--- src/rtl/jedro_1_lsu_pkg.sv ---
// Shared constants and helpers for the jedro_1 load-store unit: widths,
// LSU_CTRL field positions, named ops and store-side lane formatting.
package jedro_1_lsu_pkg;

  localparam int unsigned DATA_WIDTH     = 32;
  localparam int unsigned REG_ADDR_WIDTH = 5;
  localparam int unsigned LSU_CTRL_WIDTH = 4;

  localparam int unsigned LSU_CTRL_STORE_BIT    = 3;
  localparam int unsigned LSU_CTRL_UNSIGNED_BIT = 2;

  localparam logic [1:0] LSU_SIZE_B = 2'b00;
  localparam logic [1:0] LSU_SIZE_H = 2'b01;
  localparam logic [1:0] LSU_SIZE_W = 2'b10;

  localparam logic [LSU_CTRL_WIDTH-1:0] LSU_LB  = 4'b0000;
  localparam logic [LSU_CTRL_WIDTH-1:0] LSU_LH  = 4'b0001;
  localparam logic [LSU_CTRL_WIDTH-1:0] LSU_LW  = 4'b0010;
  localparam logic [LSU_CTRL_WIDTH-1:0] LSU_LBU = 4'b0100;
  localparam logic [LSU_CTRL_WIDTH-1:0] LSU_LHU = 4'b0101;
  localparam logic [LSU_CTRL_WIDTH-1:0] LSU_SB  = 4'b1000;
  localparam logic [LSU_CTRL_WIDTH-1:0] LSU_SH  = 4'b1001;
  localparam logic [LSU_CTRL_WIDTH-1:0] LSU_SW  = 4'b1010;

  // Size 11, unsigned word and unsigned store have no meaning for the core.
  function automatic logic lsu_illegal(input logic [LSU_CTRL_WIDTH-1:0] ctrl);
    return (ctrl[1:0] == 2'b11) ||
           (ctrl[LSU_CTRL_UNSIGNED_BIT] &&
            ((ctrl[1:0] == LSU_SIZE_W) || ctrl[LSU_CTRL_STORE_BIT]));
  endfunction

  function automatic logic lsu_misaligned(input logic [1:0] size, input logic [1:0] off);
    return ((size == LSU_SIZE_H) && off[0]) ||
           ((size == LSU_SIZE_W) && (off != 2'b00));
  endfunction

  function automatic logic [3:0] lsu_be(input logic [1:0] size, input logic [1:0] off);
    case (size)
      LSU_SIZE_B: return 4'b0001 << off;
      LSU_SIZE_H: return 4'b0011 << off;
      default:    return 4'b1111;
    endcase
  endfunction

  function automatic logic [DATA_WIDTH-1:0] lsu_store_data(input logic [1:0] size,
                                                          input logic [DATA_WIDTH-1:0] wdata);
    case (size)
      LSU_SIZE_B: return {4{wdata[7:0]}};
      LSU_SIZE_H: return {2{wdata[15:0]}};
      default:    return wdata;
    endcase
  endfunction

endpackage

--- src/rtl/jedro_1_lsu_if.sv ---
// Data-memory req/gnt/rvalid bus between the LSU (master) and memory (slave).
interface jedro_1_lsu_if;

  logic                                     data_req_o;
  logic                                     data_gnt_i;
  logic                                     data_we_o;
  logic [3:0]                               data_be_o;
  logic [jedro_1_lsu_pkg::DATA_WIDTH-1:0]   data_addr_o;
  logic [jedro_1_lsu_pkg::DATA_WIDTH-1:0]   data_wdata_o;
  logic                                     data_rvalid_i;
  logic [jedro_1_lsu_pkg::DATA_WIDTH-1:0]   data_rdata_i;

  modport master (
    output data_req_o, data_we_o, data_be_o, data_addr_o, data_wdata_o,
    input  data_gnt_i, data_rvalid_i, data_rdata_i
  );

  modport slave (
    input  data_req_o, data_we_o, data_be_o, data_addr_o, data_wdata_o,
    output data_gnt_i, data_rvalid_i, data_rdata_i
  );

endinterface

--- src/rtl/jedro_1_lsu_load_ext.sv ---
// Load-data lane select and sign/zero extension driven by the LSU_CTRL size
// and unsigned fields; stores produce no writeback value.
module jedro_1_lsu_load_ext
  import jedro_1_lsu_pkg::*;
(
  input  logic [DATA_WIDTH-1:0]     rdata,
  input  logic [1:0]                addr,
  input  logic [LSU_CTRL_WIDTH-1:0] ctrl,
  output logic [DATA_WIDTH-1:0]     ext
);

  logic [DATA_WIDTH-1:0] shifted;
  logic                  uns;

  always_comb begin
    shifted = rdata >> {addr, 3'b000};
    uns     = ctrl[LSU_CTRL_UNSIGNED_BIT];
    ext     = '0;
    if (!ctrl[LSU_CTRL_STORE_BIT]) begin
      case (ctrl[1:0])
        LSU_SIZE_B: ext = uns ? {{(DATA_WIDTH-8){1'b0}}, shifted[7:0]}
                              : {{(DATA_WIDTH-8){shifted[7]}}, shifted[7:0]};
        LSU_SIZE_H: ext = uns ? {{(DATA_WIDTH-16){1'b0}}, shifted[15:0]}
                              : {{(DATA_WIDTH-16){shifted[15]}}, shifted[15:0]};
        default:    ext = shifted;
      endcase
    end
  end

endmodule

--- src/rtl/jedro_1_lsu.sv ---
// jedro_1 load-store unit: blocking, one outstanding access on the data bus,
// load results aligned/extended and handed to writeback with their register.
module jedro_1_lsu
  import jedro_1_lsu_pkg::*;
(
  input  logic                      clk_i,
  input  logic                      rst_i,
  input  logic                      ctrl_valid_i,
  output logic                      ready_o,
  input  logic [LSU_CTRL_WIDTH-1:0] ctrl_i,
  input  logic [DATA_WIDTH-1:0]     addr_i,
  input  logic [DATA_WIDTH-1:0]     wdata_i,
  input  logic [REG_ADDR_WIDTH-1:0] regdest_i,
  output logic [DATA_WIDTH-1:0]     rf_wdata_o,
  output logic [REG_ADDR_WIDTH-1:0] rf_waddr_o,
  output logic                      rf_we_o,
  output logic                      misaligned_o,
  jedro_1_lsu_if.master             data_if
);

  // DROP is the one-cycle exit for misaligned and illegal ops so ready_o
  // stays low in the cycle after accept, exactly as for a real access.
  typedef enum logic [1:0] {IDLE, REQ, WAIT, DROP} state_e;

  state_e                    state;
  logic [LSU_CTRL_WIDTH-1:0] ctrl_q;
  logic [1:0]                off_q;
  logic [REG_ADDR_WIDTH-1:0] regdest_q;
  logic [DATA_WIDTH-1:0]     load_ext;

  jedro_1_lsu_load_ext u_load_ext (
    .rdata (data_if.data_rdata_i),
    .addr  (off_q),
    .ctrl  (ctrl_q),
    .ext   (load_ext)
  );

  always_ff @(posedge clk_i or posedge rst_i) begin
    if (rst_i) begin
      state                <= IDLE;
      ready_o              <= 1'b1;
      rf_wdata_o           <= '0;
      rf_waddr_o           <= '0;
      rf_we_o              <= 1'b0;
      misaligned_o         <= 1'b0;
      ctrl_q               <= '0;
      off_q                <= '0;
      regdest_q            <= '0;
      data_if.data_req_o   <= 1'b0;
      data_if.data_we_o    <= 1'b0;
      data_if.data_be_o    <= '0;
      data_if.data_addr_o  <= '0;
      data_if.data_wdata_o <= '0;
    end else begin
      rf_we_o      <= 1'b0;
      misaligned_o <= 1'b0;
      case (state)
        IDLE: begin
          if (ctrl_valid_i && ready_o) begin
            ready_o   <= 1'b0;
            ctrl_q    <= ctrl_i;
            off_q     <= addr_i[1:0];
            regdest_q <= regdest_i;
            if (lsu_illegal(ctrl_i)) begin
              state <= DROP;
            end else if (lsu_misaligned(ctrl_i[1:0], addr_i[1:0])) begin
              misaligned_o <= 1'b1;
              state        <= DROP;
            end else begin
              state                <= REQ;
              data_if.data_req_o   <= 1'b1;
              data_if.data_we_o    <= ctrl_i[LSU_CTRL_STORE_BIT];
              data_if.data_be_o    <= lsu_be(ctrl_i[1:0], addr_i[1:0]);
              data_if.data_addr_o  <= {addr_i[DATA_WIDTH-1:2], 2'b00};
              data_if.data_wdata_o <= ctrl_i[LSU_CTRL_STORE_BIT] ?
                                      lsu_store_data(ctrl_i[1:0], wdata_i) : '0;
            end
          end
        end
        REQ: begin
          if (data_if.data_gnt_i) begin
            data_if.data_req_o <= 1'b0;
            state              <= WAIT;
          end
        end
        WAIT: begin
          if (data_if.data_rvalid_i) begin
            state   <= IDLE;
            ready_o <= 1'b1;
            if (!ctrl_q[LSU_CTRL_STORE_BIT]) begin
              rf_we_o    <= 1'b1;
              rf_wdata_o <= load_ext;
              rf_waddr_o <= regdest_q;
            end
          end
        end
        DROP: begin
          state   <= IDLE;
          ready_o <= 1'b1;
        end
        default: begin
          state   <= IDLE;
          ready_o <= 1'b1;
        end
      endcase
    end
  end

endmodule

--- src/flat_wrapper.sv ---
// flat-port wrapper written by rule: the top's interface ports become plain ports
module jedro_1_lsu_flat import jedro_1_lsu_pkg::*;
  (clk_i, rst_i, ctrl_valid_i, ready_o, ctrl_i, addr_i, wdata_i, regdest_i, rf_wdata_o, rf_waddr_o, rf_we_o, misaligned_o, data_if_data_req_o, data_if_data_we_o, data_if_data_be_o, data_if_data_addr_o, data_if_data_wdata_o, data_if_data_gnt_i, data_if_data_rvalid_i, data_if_data_rdata_i);
  jedro_1_lsu_if data_if_i ();
  input  logic clk_i;
  input  logic rst_i;
  input  logic ctrl_valid_i;
  output logic ready_o;
  input  logic [LSU_CTRL_WIDTH-1:0] ctrl_i;
  input  logic [DATA_WIDTH-1:0] addr_i;
  input  logic [DATA_WIDTH-1:0] wdata_i;
  input  logic [REG_ADDR_WIDTH-1:0] regdest_i;
  output logic [DATA_WIDTH-1:0] rf_wdata_o;
  output logic [REG_ADDR_WIDTH-1:0] rf_waddr_o;
  output logic rf_we_o;
  output logic misaligned_o;
  output wire logic [$bits(data_if_i.data_req_o)-1:0] data_if_data_req_o;
  output wire logic [$bits(data_if_i.data_we_o)-1:0] data_if_data_we_o;
  output wire logic [$bits(data_if_i.data_be_o)-1:0] data_if_data_be_o;
  output wire logic [$bits(data_if_i.data_addr_o)-1:0] data_if_data_addr_o;
  output wire logic [$bits(data_if_i.data_wdata_o)-1:0] data_if_data_wdata_o;
  input wire logic [$bits(data_if_i.data_gnt_i)-1:0] data_if_data_gnt_i;
  input wire logic [$bits(data_if_i.data_rvalid_i)-1:0] data_if_data_rvalid_i;
  input wire logic [$bits(data_if_i.data_rdata_i)-1:0] data_if_data_rdata_i;
  assign data_if_data_req_o = data_if_i.data_req_o;
  assign data_if_data_we_o = data_if_i.data_we_o;
  assign data_if_data_be_o = data_if_i.data_be_o;
  assign data_if_data_addr_o = data_if_i.data_addr_o;
  assign data_if_data_wdata_o = data_if_i.data_wdata_o;
  assign data_if_i.data_gnt_i = data_if_data_gnt_i;
  assign data_if_i.data_rvalid_i = data_if_data_rvalid_i;
  assign data_if_i.data_rdata_i = data_if_data_rdata_i;
  jedro_1_lsu u_core (.clk_i(clk_i), .rst_i(rst_i), .ctrl_valid_i(ctrl_valid_i), .ready_o(ready_o), .ctrl_i(ctrl_i), .addr_i(addr_i), .wdata_i(wdata_i), .regdest_i(regdest_i), .rf_wdata_o(rf_wdata_o), .rf_waddr_o(rf_waddr_o), .rf_we_o(rf_we_o), .misaligned_o(misaligned_o), .data_if(data_if_i));
endmodule
--- config.mk ---
export PLATFORM = sky130hd
export DESIGN_NAME = jedro_1_lsu_flat
export DESIGN_NICKNAME = d
export VERILOG_FILES = /design/src/rtl/jedro_1_lsu_pkg.sv /design/src/rtl/jedro_1_lsu_if.sv /design/src/rtl/jedro_1_lsu_load_ext.sv /design/src/rtl/jedro_1_lsu.sv /design/src/flat_wrapper.sv
export SDC_FILE = /design/constraint.sdc
export NUM_CORES = 1
export LEC_CHECK = 0
export CAP_MARGIN = 20
export CELL_PAD_IN_SITES_DETAIL_PLACEMENT = 1
export CELL_PAD_IN_SITES_GLOBAL_PLACEMENT = 1
export CORE_UTILIZATION = 33
export DETAILED_ROUTE_END_ITERATION = 7
export PLACE_DENSITY = 0.86
export SLEW_MARGIN = 20
export SYNTH_ARGS = -nofsm -noshare
export SYNTH_HDL_FRONTEND = slang
export SYNTH_SLANG_ARGS = --single-unit
--- constraint.sdc ---
create_clock -name clk_i -period 4.5 [get_ports clk_i]
set_input_delay 0.9 -clock clk_i [delete_from_list [all_inputs] [get_ports clk_i]]
set_output_delay 0.9 -clock clk_i [all_outputs]
set_load 0.05 [all_outputs]
== After elaboration in Yosys (flattened, before gate mapping) ==
Index checks and enable logic that the tools add are counted.
Word-level totals
  output and inout port bits: 110
  input bits: 110
  register bits: 121
  logic and storage cells: 78
Cells by class
  muxes and demuxes: 27
  equal/unequal tests: 12
  reductions and logical operators: 19
  bitwise operators: 3
  shifts and indexed selects: 3
Operators with widths (number)
  case mux 32 bit (2 select lines): 2
  2-to-1 mux 32 bit: 3
  >> shifter 32 x 5 -> 32 bit: 1
  2-to-1 mux 1 bit: 13
  2-to-1 mux 2 bit: 5
  AND reduction 3 bit: 3
  equality test 2 bit (second input constant): 4
  != test 2 bit (second input constant): 4
  case mux 2 bit (4 select lines): 1
  case mux 4 bit (2 select lines): 1
  equality test 2 x 1 -> 1 bit (second input constant): 3
  logical NOT 2 bit: 3
  AND reduction 5 bit: 1
  logical AND 1 bit: 4
  AND reduction 4 bit: 1
  nonzero test 2 bit: 2
  << shifter 1 x 2 -> 4 bit (first input constant): 1
  << shifter 2 x 2 -> 4 bit (first input constant): 1
  logical OR 1 bit: 3
  inverter 1 bit: 3
  case mux 1 bit (3 select lines): 1
  nonzero test 3 bit: 1
  != test 2 x 1 -> 1 bit (second input constant): 1
  case mux 1 bit (2 select lines): 1
  AND reduction 2 bit: 1

== Logic depth before layout (Yosys ltp) ==
  word-level depth: 7
  gate-level depth with buffers: 7
  depth with buffers taken out: 4

== Modules after synthesis ==
A second synthesis with hierarchy kept.
Second synthesis, totals
  cell total of the unflattened synthesis: 504
  area, all modules: 6037.0 sq um
By module, submodules not included
  jedro_1_lsu: instances 1, seq. area each 3029.2 sq um, cells an instance 384, area each 5287.6 sq um
  jedro_1_lsu_load_ext: instances 1, seq. area each 0.0 sq um, cells an instance 120, area each 749.5 sq um

== Least setup slack after synthesis ==
Ideal clock, no wire load.
  path kind: in2reg
  from: in addr_i[0]
  to: reg u_core.data_if.data_addr_o[10]
  setup slack: 2321 ps
  setup time: 125 ps
  required time: 4375 ps
  path buffers: 3
  arrival time: 2053 ps
  cell stages on the path: 6
  cell sequence: buf_4 -> a221oi_4 -> o21ai_2 -> buf_6 -> buf_6 -> mux2_4
On the way
  word-level cells in the longest chain between the ends: 5
  elaborated cells between the ends (all ways): 6
  classes of those cells: 1 x bitwise; 5 x reduce/logical
Ends and longest elaborated chain
  from (decl): line flat_wrapper.sv:10  | input logic [DATA_WIDTH-1:0] addr_i;
  nonzero test 2 bit: line jedro_1_lsu_pkg.sv:34  | ((size == LSU_SIZE_W) && (off != 2'b00));
  logical AND 1 bit: line jedro_1_lsu_pkg.sv:34
  logical OR 1 bit (*): line jedro_1_lsu_pkg.sv:33  | return ((size == LSU_SIZE_H) && off[0]) ||
  inverter 1 bit (no line) (*)
  AND reduction 4 bit (no line) (*)
  to (signal assigned): line jedro_1_lsu.sv:74  | data_if.data_addr_o <= {addr_i[DATA_WIDTH-1:2], 2'b00};
  to (decl): line jedro_1_lsu_if.sv:14  | output data_req_o, data_we_o, data_be_o, data_addr_o, data_wdata_o,
Every way passes the cells marked *; elsewhere a longest branch is shown, timed or not.
A chain may end at the register's enable or synchronous reset.

== Worst setup path in the final report ==
  from: reg u_core.ready_o
  to: out ready_o
RTL lines
  from (decl): line jedro_1_lsu.sv:9  | output logic ready_o,
  from (signal assigned): line jedro_1_lsu.sv:41  | ready_o <= 1'b1;
  from (signal assigned): line jedro_1_lsu.sv:60  | ready_o <= 1'b0;
  from (signal assigned): line jedro_1_lsu.sv:89  | ready_o <= 1'b1;
  to (decl): line flat_wrapper.sv:8  | output logic ready_o;
No word-level cell between the ends.

==> reports/results.ini <==
[run_status]
status=finished, final reports clean

[route]
drc_errors=0
vias=4907
vias_per_cell=5.03
antenna_left=0
drtPass1Iterations=4
postRouteWirelength_mm=18.5
wl_per_cell_um=19.0
dr.first_iter.drc_count=190

[setup_path]
path_cells=clkdlybuf4s50_1
r2r_slack_ns=2.08
slowest_delay_ns=0.81
regToRegStartpoint=u_core.off_q[1]
cp_max_fo=5
critical_path_class=reg -> out
crit_buf_inv=1
r2r-end=u_core.rf_wdata_o[11]
path_delay_family=buffers and inverters
cp.arrival_ns=1.77
worst_setup_path_start_kind=flip-flop
required_ns=3.60
critPathSlowestCell=clkdlybuf4s50_1
reg2reg_depth=4
end_kind=output port

[cts]
cts_max_level=4
post_cts_buffers=0
holdBufCountCts=0
clk_pin_slew_ns=0.05
cts_buffer_depth=2
cts_tree=built
clock-sinks=121
cts_made_buffers=17
cts.repair.resized=0
clock_latency_ns=0.41
cts_root_buf=clkbuf_16

[global_routing]
grt_max_degree=104
grt-ovfl-total=0
grt_pass1_vias=5420
grt_antenna_before_repair=0
track_usage_pct=21.5
grt_pass1_wl_mm=29.5

[placed_design]
place.detailed.hpwl_mm=13.5
place_area_mm2=0.00810
placement.io_buffers=217
gp_congestion=0.862

[floorplan]
rows=47
chipWidth_um=134
die_area_mm2=0.0180
start_util_pct=34.3
ios=220
core_area_mm2=0.0168
die_y_um=134

[power_and_ir_drop]
switching_share_pct=22.0
p_leak_nw=3.95
power_density_mw_per_mm2=297
seq_power_share_pct=42.5
power_frac_comb_pct=8.4
finalPower_w=0.00256
p_clk_share_pct=49.2
p_sw_w=0.000564
ir_worst_vdd_uv=241
intPower_w=0.00200

[cells_and_area]
nFillCells=1834
fin_nets=856
drive_gt1_share_pct=11.1
fin_area_mm2=0.00864
antenna_cells_inserted=0
area_delta_synth_final_pct=49.8

[sta]
fmax_mhz=374
rsz0062_at_grt=no
final-setup-viol-count=0
fin_skew_ns=0.00859
slew_headroom_pct=27.6
setup_tns_ns=0
post-route-min-period_ns=2.67
finalHoldViolCount=0
worst_pin_slew_ns=1.09
slew_violations=0
timing.final.crit_share_pct=59.4

[worst_hold_path]
holdCritStartpoint=u_core.regdest_q[2]
hold_depth=2
hold_end=u_core.rf_waddr_o[2]
hp-class=reg -> reg

[synth]
ys_warn_count=0
synth_top_cells_by_count=nand2_1 (123), dfrtp_1 (120), o21ai_1 (37), nor2_1 (31), a21oi_1 (29)
netlist_instances=541
netlist_area_mm2=0.00577
synth_cell_type_count=42
ys_seq_area_share_pct=52.5
synth_ff_type=dfrtp_1
synth-edff-count=0
synthMostInstantiatedCell=nand2_1
synth.avg_cell_area_um2=10.7
yosysTopAreaCell=dfrtp_1
synth_seq_cells=121
synthArstFlopShare_pct=100
ys_top_cells_by_area=dfrtp_1 (52%), nand2_1 (8.0%), mux2_4 (7.3%)
yosysTopAreaCellShare_pct=52.0

[job]
cap_violations=0

[routing by layer]
layer  share of wire (%)  GRT usage [%]  vias up  wire [µm]
li1                    -              -     2260          -
met1                  40           24.8     2421       7360
met2                  50           37.5      199       9300
met3                 8.3           6.92       27       1540
met4                 1.6           7.05        0        294
met5                   0              0        -          0
[per-stage QoR]
step                worst slack (ns)  hold WS [ns]  std cells  util [%]
finish                          1.83         0.461        976      51.4
global route                    1.78         0.492        976      51.4
CTS                             1.80         0.466        976      51.4
detailed placement              1.48         0.453        947      48.2
global placement                1.56         0.440        947      48.2
floorplan                      0.387         0.432        542         -
[cell type report]
type | count | area [µm²] | area share, %
Clock buffer | 27 | 533 | 6.17
Clock inverter | 2 | 10.0 | 0.116
Inverter | 5 | 21.3 | 0.246
Multi-Input combinational cell | 377 | 2520 | 29.2
Sequential cell | 121 | 3030 | 35.0
Tap cell | 220 | 275 | 3.18
Timing Repair Buffer | 224 | 2250 | 26.0
[cell usage in the layout, fill, tap and decap left out, drive strengths merged]
cell type / instances
clkdlybuf4s50: 217
nand2: 123
dfrtp: 120
mux2: 65
o21ai: 54
nor2: 32
a21oi: 29
clkbuf: 27
mux2i: 25
o211ai: 9
o22a: 9
a22o: 7
buf: 7
inv: 5
nand2b: 2
nor2b: 2
a31oi: 2
conb: 2
clkinv: 2
or2: 2
a221oi: 2
nand4bb: 1
a211oi: 1
and2: 1
nand4b: 1
a21o: 1
nor4: 1
and4bb: 1
nor3b: 1
nand3: 1
a21boi: 1
mux4: 1
o2bb2ai: 1
dfstp: 1
[how the worst max path moves through the flow]
| stage | startpoint | endpoint | depth (start not counted) |
|---|---|---|---|
| 4_1_cts | u_core.ready_o | ready_o | 1 |
| 3_5_place_dp | ctrl_i[3] | u_core.data_if.data_addr_o[30] | 6 |
| 3_3_place_gp | ctrl_i[3] | u_core.data_if.data_addr_o[31] | 6 |
| 6_report | u_core.ready_o | ready_o | 1 |
| 2_1_floorplan | rst_i | u_core.ctrl_q[0] | 1 |
| 5_1_grt | u_core.ready_o | ready_o | 1 |
[worst register-to-register path, cell delays in order (launching register included)]
cell and delay [ns]:
dfrtp_1 1.05, mux4_2 0.65, nand2b_1 0.12, a21oi_1 0.19
a22o_1 0.29
[power by group through the flow]
stage | Sequential, W | Clock (W) | Combinational [W]
2_1_floorplan | 0.00111 | 0 | 0.0000801
3_3_place_gp | 0.00111 | 0 | 0.000210
3_5_place_dp | 0.00111 | 0 | 0.000216
4_1_cts | 0.00109 | 0.00129 | 0.000218
5_1_grt | 0.00109 | 0.00133 | 0.000233
6_report | 0.00109 | 0.00126 | 0.000214
[registers in the layout, indices dropped and copies added (netlist names)]
name	flops
u_core.state	2
u_core.off_q	2
u_core.data_if.data_wdata_o	32
u_core.ready_o	1
u_core.ctrl_q	4
u_core.regdest_q	5
u_core.rf_we_o	1
u_core.misaligned_o	1
u_core.data_if.data_be_o	4
u_core.rf_wdata_o	32
u_core.data_if.data_we_o	1
u_core.rf_waddr_o	5
u_core.data_if.data_addr_o	30
u_core.data_if.data_req_o	1
[logic make-up (layout without fill, tap and decap cells)]
| kind of cell | Yosys count | count (layout) | synth area share (%) |
|---|---|---|---|
| buffers and inverters | 44 | 258 | 3.97 |
| AOI/OAI and AO/OA | 116 | 116 | 12.2 |
| other | 1 | 2 | 0.0650 |
| and+or+nand+nor | 168 | 168 | 12.0 |
| muxes | 91 | 91 | 19.2 |
| DFF | 121 | 121 | 52.5 |
Power figures use the tool's default switching activity.
